## config.mk

```make
export PLATFORM = sky130hd
export DESIGN_NAME = addr_mode_sequencer
export DESIGN_NICKNAME = d
export VERILOG_FILES = /design/src/rtl/addr_mode_sequencer.sv
export SDC_FILE = /design/constraint.sdc
export NUM_CORES = 1
export LEC_CHECK = 0
export BUFFER_PORTS_ARGS = -buffer_cell sky130_fd_sc_hd__buf_4
export CORE_UTILIZATION = 40
export CTS_CLUSTER_SIZE = 10
export DETAILED_ROUTE_END_ITERATION = 16
export PLACE_DENSITY = 0.67
export SLEW_MARGIN = 0
export SYNTH_ARGS = -nofsm -noshare
export SYNTH_HDL_FRONTEND = slang
export SYNTH_SLANG_ARGS = --single-unit
```

## constraint.sdc

```tcl
create_clock -name clk -period 2.6 [get_ports clk]
set_input_delay 0 -clock clk [delete_from_list [all_inputs] [get_ports clk]]
set_output_delay 0 -clock clk [all_outputs]
set_load 0.005 [all_outputs]
```

## src/rtl/addr_mode_sequencer.sv

```systemverilog
// Fetch/address/execute timing sequencer: latches the opcode, decodes its addressing
// mode and steps A0..A3 for the flag generators. Optional EXEC timeout: EXEC_TIMEOUT_EN.
module addr_mode_sequencer #(
    parameter int unsigned RST_CYCLES = 7,
    parameter int unsigned MAX_EXEC   = 7
) (
    input  logic       clk,
    input  logic       nrst,
    input  logic       rdy,
    input  logic [7:0] data_in,
    input  logic       instr_done,
    input  logic       carry_from_low_op,
    output logic [1:0] phase,
    output logic [1:0] addr_state,
    output logic [2:0] exec_state,
    output logic [3:0] mode,
    output logic [7:0] opcode,
    output logic       carry_to_high_op,
    output logic       sync,
    output logic       exec_timeout
);

    typedef enum logic [1:0] {
        PH_RESET = 2'd0,
        PH_FETCH = 2'd1,
        PH_ADDR  = 2'd2,
        PH_EXEC  = 2'd3
    } phase_t;

    typedef enum logic [3:0] {
        M_IMM   = 4'd0,
        M_IMPL  = 4'd1,
        M_ZPG   = 4'd2,
        M_ZPG_X = 4'd3,
        M_ZPG_Y = 4'd4,
        M_ABS   = 4'd5,
        M_ABS_X = 4'd6,
        M_ABS_Y = 4'd7,
        M_IND_X = 4'd8,
        M_IND_Y = 4'd9
    } mode_t;

    localparam logic [3:0] LP_RST_LAST  = 4'(RST_CYCLES - 1);
    localparam logic [2:0] LP_EXEC_LAST = 3'(MAX_EXEC - 1);
`ifdef EXEC_TIMEOUT_EN
    localparam bit LP_TIMEOUT_EN = 1'b1;
`else
    localparam bit LP_TIMEOUT_EN = 1'b0;
`endif

    function automatic mode_t decode(input logic [7:0] op);
        mode_t m;
        m = M_IMPL;
        case (op[1:0])
            2'b01: begin
                case (op[4:2])
                    3'd0:    m = M_IND_X;
                    3'd1:    m = M_ZPG;
                    3'd2:    m = M_IMM;
                    3'd3:    m = M_ABS;
                    3'd4:    m = M_IND_Y;
                    3'd5:    m = M_ZPG_X;
                    3'd6:    m = M_ABS_Y;
                    default: m = M_ABS_X;
                endcase
            end
            2'b10: begin
                case (op[4:2])
                    3'd0:    m = M_IMM;
                    3'd1:    m = M_ZPG;
                    3'd3:    m = M_ABS;
                    3'd5:    m = (op[7:5] == 3'd4 || op[7:5] == 3'd5) ? M_ZPG_Y : M_ZPG_X;
                    3'd7:    m = (op[7:5] == 3'd5) ? M_ABS_Y : M_ABS_X;
                    default: m = M_IMPL;
                endcase
            end
            2'b00: begin
                case (op[4:2])
                    3'd0:    m = (op[7:5] >= 3'd5) ? M_IMM : M_IMPL;
                    3'd1:    m = M_ZPG;
                    3'd3:    m = M_ABS;
                    3'd4:    m = M_IMM;
                    3'd5:    m = M_ZPG_X;
                    3'd7:    m = M_ABS_X;
                    default: m = M_IMPL;
                endcase
            end
            default: m = M_IMPL;
        endcase
        // JSR sits in the cc=00/bbb=000 implied slot but carries a 16-bit target
        if (op == 8'h20) m = M_ABS;
        return m;
    endfunction

    function automatic logic [2:0] addr_cycles(input mode_t m);
        logic [2:0] n;
        case (m)
            M_ZPG:                    n = 3'd1;
            M_ZPG_X, M_ZPG_Y, M_ABS:  n = 3'd2;
            M_ABS_X, M_ABS_Y:         n = 3'd3;
            M_IND_X, M_IND_Y:         n = 3'd4;
            default:                  n = 3'd0;
        endcase
        return n;
    endfunction

    phase_t     r_phase;
    mode_t      r_mode;
    logic [3:0] r_rst_cnt;
    logic [7:0] r_opcode;
    logic [1:0] r_addr_state;
    logic [2:0] r_exec_state;
    logic       r_carry;
    logic       r_timeout;

    mode_t      w_dec_mode;
    logic [2:0] w_dec_cycles;
    logic       w_addr_last;

    assign w_dec_mode   = decode(data_in);
    assign w_dec_cycles = addr_cycles(w_dec_mode);
    assign w_addr_last  = ({1'b0, r_addr_state} == (addr_cycles(r_mode) - 3'd1));

    always_ff @(posedge clk or negedge nrst) begin
        if (!nrst) begin
            r_phase      <= PH_RESET;
            r_mode       <= M_IMPL;
            r_rst_cnt    <= '0;
            r_opcode     <= 8'hEA;
            r_addr_state <= '0;
            r_exec_state <= '0;
            r_carry      <= 1'b0;
            r_timeout    <= 1'b0;
        end else if (rdy) begin
            r_timeout <= 1'b0;
            case (r_phase)
                PH_RESET: begin
                    r_rst_cnt <= r_rst_cnt + 4'd1;
                    if (r_rst_cnt == LP_RST_LAST) r_phase <= PH_FETCH;
                end
                PH_FETCH: begin
                    r_opcode     <= data_in;
                    r_mode       <= w_dec_mode;
                    r_addr_state <= '0;
                    r_exec_state <= '0;
                    r_phase      <= (w_dec_cycles != 3'd0) ? PH_ADDR : PH_EXEC;
                end
                PH_ADDR: begin
                    if (r_mode == M_IND_Y && r_addr_state == 2'd1) r_carry <= carry_from_low_op;
                    if (w_addr_last) begin
                        r_phase      <= PH_EXEC;
                        r_addr_state <= '0;
                        r_exec_state <= '0;
                    end else begin
                        r_addr_state <= r_addr_state + 2'd1;
                    end
                end
                PH_EXEC: begin
                    if (instr_done) begin
                        r_phase      <= PH_FETCH;
                        r_exec_state <= '0;
                        r_carry      <= 1'b0;
                    end else if (LP_TIMEOUT_EN && r_exec_state == LP_EXEC_LAST) begin
                        r_phase      <= PH_FETCH;
                        r_exec_state <= '0;
                        r_carry      <= 1'b0;
                        r_timeout    <= 1'b1;
                    end else if (r_exec_state != 3'd7) begin
                        r_exec_state <= r_exec_state + 3'd1;
                    end
                end
                default: r_phase <= PH_RESET;
            endcase
        end
    end

    assign phase            = r_phase;
    assign addr_state       = r_addr_state;
    assign exec_state       = r_exec_state;
    assign mode             = r_mode;
    assign opcode           = r_opcode;
    assign carry_to_high_op = r_carry;
    assign sync             = (r_phase == PH_FETCH);
    assign exec_timeout     = r_timeout;

endmodule

```

==> results.md <==
* Outcome: complete, no violations
* Rows at 21
* Max FO, Critical Path at 5
* Dpl hpwl at 2330 µm
* Fmax at 421 MHz
* Crit share post-route at 91.4%
* R2R setup slack at 220 ps
* RSZ-0062 raised after global routing: no
* TritonCTS buffer count at 3
* Largest net degree at the start of global routing at 25
* Die Y at 63.2 µm
* Hold path endpoint: opcode[5]
* Area Overhead vs Synth at 22.9%
* Residual DRC count at 0
* Count of cell types in the netlist at 45
* IO Pins at 35
* Fin. Hold Viols at 0
* CP arrival at 2540 ps
* CTS root buf: clkbuf_8
* Mapped Area at 1500 µm²
* Area of the core at 3470 µm²
* Post-DP Area at 1760 µm²
* Pwr/cell area at 978 nW/µm²
* Die ar. at 3990 µm²
* Worst hold stages at 2
* Hold WS at 2.54 ps
* CTS sink count at 24
* Worst reg2reg path depth at 7
* Avg Inst Size Synth at 9.78 µm²
* Flops & latches, synth at 24
* ANT cells at 0
* Worst skew pair latency at 270 ps
* RR Endpoint: exec_state[0]
* Iter 0 DRT Violations at 35
* Final net count at 208
* Vias in the first global route at 1200
* FF-to-FF Start: mode[0]
* Skew final at 5.29 ps
* TNS Setup at 0 ps
* Crit path capture type: register
* Post-Syn Instances at 153
* Seq/Total Area, Yosys at 40.6%
* Final Worst Setup Slack at 224 ps
* VDD IR max at 0.000349 V
* First-pass DRT Iterations at 4
* Worst hold start: data_in[5]
* CTS max path bufs at 2
* Least-Margin Pin Slew at 525 ps
* Antenna violation net count after detailed routing at 0
* WL per Instance at 13.3 µm
* H-Tree Depth at 1
* Most used flip-flop cell after synthesis: dfrtp_1
* Syn_nets at 176
* Dpl ws at 227 ps
* Startpoint types: register
* Layout cells sized above 1 at 31.0%
* Die width at 63.2 µm
* Post-synth EDFFs at 0
* CTS tree: yes
* Leak at 0.845 nW
* Slew margin rel. at 64.9%
* Worst setup path class: reg2reg
* Total GRT Usage at 16.7%
* Drt via density at 5.16
* Synth Warn # at 0
* First-pass GRT wire length at 5260 µm
* Post-Route WL at 3060 µm
* Worst EP required at 2760 ps
* RD Place Congestion at 0.886
* Hold Path Class: in2reg
* Final setup fails at 0
* Max-Cap Viols at 0
* Ys async rst share at 100%
* Setup bufs post-CTS at 0
* Detailed-route via count at 1186
* Gr ovfl total at 0
* Min Clock Period, post-route at 2380 ps
* Antenna violations before repair at 0
* CTS clock-pin slew for the worst setup and hold paths at 90 ps
* Initial Util at 43.1%
* Design area at 1840 µm²
* Max Slew Vio Count at 0
* PortBufs at 33
==> critical path: stages (launching register included) <==
cell and delay, ps:
dfstp_2 570, a21oi_1 70, or2_2 280, ha_1 280, xor2_1 180, o211ai_2 170
a221oi_4 400, mux2_4 330
==> cell usage after synthesis (4+ instances only) <==
cell type	instances	share of area (%)
a21oi_1	6	2.0
clkbuf_1	8	2.0
xnor2_1	5	2.9
nor2_1	6	1.5
dfrtp_1	18	30
ha_1	10	8.4
inv_1	9	2.3
dfstp_2	6	11
nor2b_1	4	1.7
o21ai_0	10	3.3
nand2_1	17	4.3
mux2_2	7	5.3
nand2b_1	5	2.1
==> how the worst max path moves through the flow <==
| stage | start | depth (start not counted) | slack (ps) | end |
|---|---|---|---|---|
| after floorplan | mode[0] | 7 | 320 | exec_state[0] |
| final | mode[0] | 7 | 220 | exec_state[0] |
| after detailed placement | mode[0] | 7 | 230 | exec_state[0] |
| after global routing | mode[0] | 7 | 80 | exec_state[0] |
| after global placement | mode[0] | 7 | 270 | exec_state[0] |
| after CTS | mode[0] | 7 | 210 | exec_state[0] |
==> cell usage in the layout (no fill, tap or decap), types with 2 or more instances in the layout <==
master | synthesis | routed
buf_4 | 1 | 33
dfrtp_1 | 18 | 18
nand2_1 | 17 | 17
o21ai_0 | 10 | 10
ha_1 | 10 | 10
inv_1 | 9 | 9
mux2_2 | 7 | 7
a21oi_1 | 6 | 6
nor2_1 | 6 | 6
dfstp_2 | 6 | 6
nand2b_1 | 5 | 5
xnor2_1 | 5 | 5
nor2b_1 | 4 | 4
nand3_1 | 3 | 3
clkbuf_8 | 0 | 3
dlygate4sd3_1 | 0 | 3
o2111ai_1 | 2 | 2
o22ai_1 | 2 | 2
a211oi_1 | 2 | 2
nand4_1 | 2 | 2
a2bb2oi_1 | 2 | 2
nor3b_1 | 2 | 2
xor2_1 | 2 | 2
mux2i_1 | 2 | 2
==> logic make-up (layout without fill, tap and decap cells) <==
group / count (synthesis) / after routing / share of synthesized area (%)
compound gates: 33 / 33 / 16.1
simple gates: 48 / 48 / 17.1
buf+inv: 19 / 50 / 5.02
fa+ha+maj: 10 / 10 / 8.36
other cells: 1 / 1 / 0.251
flops: 24 / 24 / 40.6
xor+xnor: 7 / 7 / 4.10
mux: 11 / 11 / 8.36
==> power by group <==
part | switching (W) | internal [W] | leakage, nW
registers | 0.000145 | 0.000563 | 0.291
clock network | 0.000122 | 0.000110 | 0.0228
logic | 0.000388 | 0.000472 | 0.531
total | 0.000655 | 0.00114 | 0.845
==> layer usage <==
layer / vias to the layer above / track usage [%] / part of all wire, %
met2: 19 / 28.1 / 47
met5: - / 0 / 0
met1: 563 / 21.2 / 49
li1: 599 / - / -
met4: 0 / 8.14 / 1.8
met3: 5 / 1.81 / 2.3
==> sequential cells by signal (all words and copies together) (netlist names) <==
register,flops
mode,4
opcode,8
phase,2
r_rst_cnt,4
carry_to_high_op,1
exec_state,3
addr_state,2
==> through the flow <==
step           total power (W)  util (%)  cells
2_1_floorplan          0.00122         -    153
3_3_place_gp           0.00153      50.9    223
3_5_place_dp           0.00157      50.9    223
4_1_cts                0.00182      53.0    230
5_1_grt                0.00195      53.0    230
6_report               0.00180      53.0    230
==> repair_timing <==
action / in CTS / in global routing
hold endpoints to repair: 26 / 0
gates resized for setup: 0 / 0
hold buffers: 3 / 0
==> layout make-up <==
| cell class | count | area (µm²) |
|---|---|---|
| fillers | 325 | 1630 |
| multi-input cells | 110 | 813 |
| flip-flops and latches | 24 | 608 |
| repair buffers | 36 | 278 |
| well taps | 46 | 57.6 |
| clock buffers | 4 | 45.0 |
| inverters | 10 | 37.5 |
(Power assumes the default switching activity.)
